==> src/rtl/control_sequencer.sv <==
// Control sequencer: owns the IDLE/LOAD/FETCH/DECODE/EXEC/MEMWAIT/HALT stage machine and
// drives every datapath enable. Define CU_PERF_CNT_EN to build the retired-instruction counter.
module control_sequencer #(
  parameter int IR_W       = 12,
  parameter int ADDR_W     = 8,
  parameter int PMEM_DEPTH = 256,
  parameter int ALU_MODE_W = 4
) (
  input  logic                  clk,
  input  logic                  rst_n,
  input  logic                  start,
  input  logic                  load_valid,
  input  logic                  load_last,
  input  logic                  dmem_ready,
  input  logic [IR_W-1:0]       ir,
  input  logic [3:0]            sr,
  output logic [2:0]            stage_o,
  output logic [ADDR_W-1:0]     load_addr,
  output logic                  pc_e,
  output logic                  acc_e,
  output logic                  sr_e,
  output logic                  ir_e,
  output logic                  dr_e,
  output logic                  pmem_e,
  output logic                  pmem_le,
  output logic                  dmem_e,
  output logic                  dmem_we,
  output logic                  alu_e,
  output logic                  mux1_sel,
  output logic                  mux2_sel,
  output logic                  pr_e,
  output logic [ALU_MODE_W-1:0] alu_mode,
  output logic                  halted,
  output logic [31:0]           instr_cnt
);

  typedef enum logic [2:0] {
    S_IDLE    = 3'b000,
    S_LOAD    = 3'b001,
    S_FETCH   = 3'b010,
    S_DECODE  = 3'b011,
    S_EXEC    = 3'b100,
    S_MEMWAIT = 3'b101,
    S_HALT    = 3'b110
  } state_t;

  localparam logic [ADDR_W-1:0] LAST_ADDR = ADDR_W'(PMEM_DEPTH - 1);

  state_t              state, state_n;
  logic [ADDR_W-1:0]   load_addr_n;
  logic [3:0]          op, sub;
  logic                is_mem_op;

  assign op        = ir[IR_W-1 -: 4];
  assign sub       = ir[IR_W-5 -: 4];
  assign is_mem_op = (op[3:1] == 3'b001);

  // Immediate bits below the sub field feed the datapath directly, not this block.
  logic unused_imm;
  assign unused_imm = ^ir[IR_W-9:0];

  // NOTE: state registers use non-blocking assignments so every flop samples pre-edge values.
  always_ff @(posedge clk or negedge rst_n) begin
    if (!rst_n) begin
      state     <= S_IDLE;
      load_addr <= '0;
    end else begin
      state     <= state_n;
      load_addr <= load_addr_n;
    end
  end

  // NOTE: every output of this block gets a default first, so no path can infer a latch.
  always_comb begin
    state_n     = state;
    load_addr_n = load_addr;
    pc_e        = 1'b0;
    acc_e       = 1'b0;
    sr_e        = 1'b0;
    ir_e        = 1'b0;
    dr_e        = 1'b0;
    pmem_e      = 1'b0;
    pmem_le     = 1'b0;
    dmem_e      = 1'b0;
    dmem_we     = 1'b0;
    alu_e       = 1'b0;
    mux1_sel    = 1'b0;
    mux2_sel    = 1'b0;
    pr_e        = 1'b0;
    alu_mode    = '0;

    unique case (state)
      S_IDLE, S_HALT: begin
        if (start) begin
          state_n     = S_LOAD;
          load_addr_n = '0;
        end
      end

      S_LOAD: begin
        pmem_e  = load_valid;
        pmem_le = load_valid;
        if (load_valid) begin
          // Depth limit ends the load before load_addr could wrap.
          if (load_last || load_addr == LAST_ADDR) begin
            state_n     = S_FETCH;
            load_addr_n = '0;
          end else begin
            load_addr_n = load_addr + ADDR_W'(1);
          end
        end
      end

      S_FETCH: begin
        ir_e    = 1'b1;
        pmem_e  = 1'b1;
        state_n = S_DECODE;
      end

      S_DECODE: begin
        if (is_mem_op) begin
          dr_e    = 1'b1;
          dmem_e  = 1'b1;
          state_n = dmem_ready ? S_EXEC : S_MEMWAIT;
        end else begin
          state_n = S_EXEC;
        end
      end

      S_MEMWAIT: begin
        dr_e   = 1'b1;
        dmem_e = 1'b1;
        if (dmem_ready) state_n = S_EXEC;
      end

      S_EXEC: begin
        state_n = S_FETCH;
        if (op[3]) begin
          pc_e     = 1'b1;
          acc_e    = 1'b1;
          sr_e     = 1'b1;
          alu_e    = 1'b1;
          alu_mode = ALU_MODE_W'(op[2:0]);
          mux2_sel = 1'b1;
        end else if (op[3:2] == 2'b01) begin
          pc_e     = 1'b1;
          mux1_sel = sr[op[1:0]];
        end else if (is_mem_op) begin
          alu_e    = 1'b1;
          alu_mode = ALU_MODE_W'(sub);
          if (op[0]) begin
            acc_e = 1'b1;
            sr_e  = 1'b1;
            pc_e  = 1'b1;
          end else begin
            // Store holds the write until memory accepts; PC moves only on that cycle.
            dmem_e  = 1'b1;
            dmem_we = 1'b1;
            if (dmem_ready) begin
              sr_e = 1'b1;
              pc_e = 1'b1;
            end else begin
              state_n = S_EXEC;
            end
          end
        end else if (op[0]) begin
          pc_e     = 1'b1;
          mux1_sel = 1'b1;
        end else begin
          unique case (sub)
            4'b1111: begin
              pc_e = 1'b1;
              pr_e = 1'b1;
            end
            4'b1110: state_n = S_HALT;
            default: pc_e = 1'b1;
          endcase
        end
      end

      default: state_n = S_IDLE;
    endcase
  end

  assign stage_o = state;
  assign halted  = (state == S_HALT);

`ifdef CU_PERF_CNT_EN
  logic        retire;
  logic        start_accept;
  logic [31:0] cnt_q;

  assign retire       = (state == S_EXEC) && (state_n != S_EXEC);
  assign start_accept = start && ((state == S_IDLE) || (state == S_HALT));

  always_ff @(posedge clk or negedge rst_n) begin
    if (!rst_n)            cnt_q <= '0;
    else if (start_accept) cnt_q <= '0;
    else if (retire)       cnt_q <= cnt_q + 32'd1;
  end

  assign instr_cnt = cnt_q;
`else
  assign instr_cnt = '0;
`endif

endmodule

==> config.mk <==
export PLATFORM = sky130hd
export DESIGN_NAME = control_sequencer
export DESIGN_NICKNAME = d
export VERILOG_FILES = /design/src/rtl/control_sequencer.sv
export SDC_FILE = /design/constraint.sdc
export NUM_CORES = 1
export LEC_CHECK = 0
export ABC_CLOCK_PERIOD_IN_PS = 1600
export BUFFER_PORTS_ARGS = -buffer_cell sky130_fd_sc_hd__buf_4
export CAP_MARGIN = 10
export CORE_UTILIZATION = 37
export DETAILED_ROUTE_END_ITERATION = 10
export HOLD_SLACK_MARGIN = 0.15
export MAX_ROUTING_LAYER = met4
export PLACE_DENSITY = 0.87
export SLEW_MARGIN = 10
export SYNTH_ARGS = -nofsm -noshare
export SYNTH_HDL_FRONTEND = slang
export SYNTH_SLANG_ARGS = --single-unit
==> constraint.sdc <==
create_clock -name clk -period 1.6 [get_ports clk]
set_input_delay 0.16 -clock clk [delete_from_list [all_inputs] [get_ports clk]]
set_output_delay 0.16 -clock clk [all_outputs]
set_load 0.01 [all_outputs]
==> impl_metrics.yaml <==
grt:
  grt_pass1_vias: 1200
  antenna_found_initial: 0
  grt_util_all_layers: 0.214
  grt_pass1_wl_um: 5500
  grt_overflow: 0
  grt_max_degree: 13
timing:
  finalCritPeriodShare: 1.12
  grt_setup_unrepaired: "true"
  max_freq_mhz: 556
  layout_setup_ws_ns: -0.198
  hold_viol: 0
  setup_viol: 21
  fin_crit_ns: 1.80
  tns_ns: -2.15
  fin_skew_ns: 0.00384
  slew_violations: 0
  hold_ws_ns: 0.294
critical_path:
  cp_data_arrival_time_ns: 1.64
  cp_max_fo: 5
  path_class: "flop to primary output"
  crit_path_end_kind: "primary output"
  worstPathRequired_ns: 1.44
  startpoint_type: "flop"
synthesis:
  synthTopCellsByCount: "32 x buf_4, 11 x dfrtp_1, 11 x nor2_1"
  synth_top_area_frac: 0.228
  syn_area_sq_um: 1200
  yosysSeqAreaShare: 0.228
  synth_most_common_cell: "buf_4"
  async_flop_share: 1.00
  syn_inst: 160
  synthFlopType: "dfrtp_1"
  synth_area_leaders: "dfrtp_1 23%, buf_4 20%, nor2_1 3.4%"
  ys_seq_elements: 11
  syn-mean-instance-area_sq_um: 7.53
  synth.distinct_cells: 44
  synth_edf_count: 0
  yosys.area.top_type: "dfrtp_1"
  ys_warn_count: 0
placement:
  dp_hpwl_um: 2340
  portBuffers: 46
  gp_congestion: 0.817
  dp.cells: 262
  place_area_sq_um: 1620
clock_tree:
  cts_max_level: 1
  clkSlewWorstSetupHoldPaths_ns: 0.07
  numCtsBuffers: 3
  cts_buffer_depth: 2
  cts_tree: "built"
  insertion_delay_ns: 0.28
  cts_root_buf: "clkbuf_4"
  clock-sinks: 11
floorplan:
  start_util: 0.391
  io_pins: 83
  rows: 20
  die_w_um: 59.1
  dieArea_sq_um: 3490
  die-height_um: 59.1
  core_area_sq_um: 3080
drt:
  viasPerCell: 5.06
  first_iter_violations: 73
  wl_per_cell_um: 14.7
  dr.pass1.iters: 4
  antenna_left: 0
  drc_errors: 0
  wl_um: 4140
  vias: 1422
min_path:
  min_path_type: "input port to asynchronous set/reset pin"
flow_run:
  drv_cap: 0
power_and_ir_drop:
  pwr_density_cell_nw_per_um2: 1390
  power_leakage_nw: 0.971
  vdd_drop_max_mv: 0.773
final_layout:
  stdcell_count: 281
  antenna_cells: 0
  final_cell_area_sq_um: 2010
  nets: 261
  syn_to_final_growth_pct: 66.7
  drive_gt1_frac: 0.502
status:
  violations: "negative setup slack"
  outcome: "finished with violations"
[worst paths after layout]
check | slack (ns) | to | start | cells past startpoint
setup / recovery | -0.20 | alu_mode[0] | stage_o[0] | 8
hold / removal | 0.29 | load_addr[4] | rst_n | 2
setup reg to reg | -0.14 | stage_o[0] | stage_o[2] | 6
hold reg to reg | 0.57 | load_addr[7] | load_addr[7] | 2
max in group asynchronous | 1.14 | load_addr[0] | rst_n | 2
min in group clk | 0.33 | load_addr[7] | load_last | 4
[cells by family (layout without fill, tap and decap cells)]
family / Yosys count / count (layout) / synth area share
compound gates: 36 / 36 / 0.189
simple gates: 64 / 64 / 0.309
flops: 11 / 11 / 0.228
buf+inv: 45 / 91 / 0.243
fa+ha+maj: 1 / 1 / 0.0104
other cells: 1 / 32 / 0.00311
mux: 2 / 2 / 0.0166
[where the power goes]
group	internal, mW	total, mW	switching (mW)
clock	0.0968	0.198	0.101
sequential	0.338	0.389	0.0507
combinational	1.20	2.20	1.00
total	1.63	2.79	1.15
[layout by cell type, fill, tap and decap left out, types with 4 or more instances in the layout]
| master | Yosys | layout |
|---|---|---|
| inv_1 | 6 | 5 |
| nor2_1 | 11 | 8 |
| a21oi_1 | 7 | 4 |
| conb_1 | 1 | 32 |
| or2_4 | 0 | 4 |
| o21ai_1 | 5 | 7 |
| nor2b_1 | 5 | 4 |
| nand2_1 | 8 | 7 |
| dfrtp_1 | 11 | 9 |
| buf_6 | 0 | 16 |
| nand3_1 | 4 | 4 |
| buf_4 | 32 | 62 |
[critical path: stages, from the launching register on]
cell	delay (ns)
dfrtp_1	0.39
buf_6	0.14
buf_6	0.11
nor2b_4	0.11
buf_4	0.13
nand2_4	0.08
buf_6	0.14
a21oi_2	0.12
buf_4	0.14
[registers in the layout (all words and copies together), names as in the netlist]
signal,count
load_addr,8
stage_o,3
[routing by layer]
metal,GRT usage,part of all wire,vias to the layer above
met5,-,0,-
met4,0.0714,0.016,0
met3,0.0328,0.044,7
met2,0.385,0.54,64
met1,0.240,0.40,694
li1,-,-,657
[area by class of cell]
cell class / instances / area (sq um)
sequential: 11 / 278
multi-input combinational: 135 / 927
inverter: 6 / 26.3
tap: 44 / 55.1
fill: 252 / 1070
timing repair buffer: 81 / 696
clock buffer: 4 / 26.3
[stage by stage]
| step | power (mW) | setup WS, ns | utilization |
|---|---|---|---|
| final | 2.79 | -0.198 | 0.652 |
| after CTS | 2.33 | -0.119 | 0.604 |
| after floorplan | 1.17 | -0.0716 | - |
| after global placement | 1.66 | -0.0518 | 0.528 |
| after detailed placement | 1.70 | -0.116 | 0.528 |
| after global routing | 2.94 | -0.229 | 0.652 |
[what timing repair did]
action	in CTS	in global routing
endpoints found under the hold margin	11	0
gates resized for setup	32	25
cloned	0	1
hold buffers	1	0
pin swaps	9	7
endpoints found under the setup margin	23	27
setup buffers	8	5
Note: power is estimated with default switching activity, not from simulation.
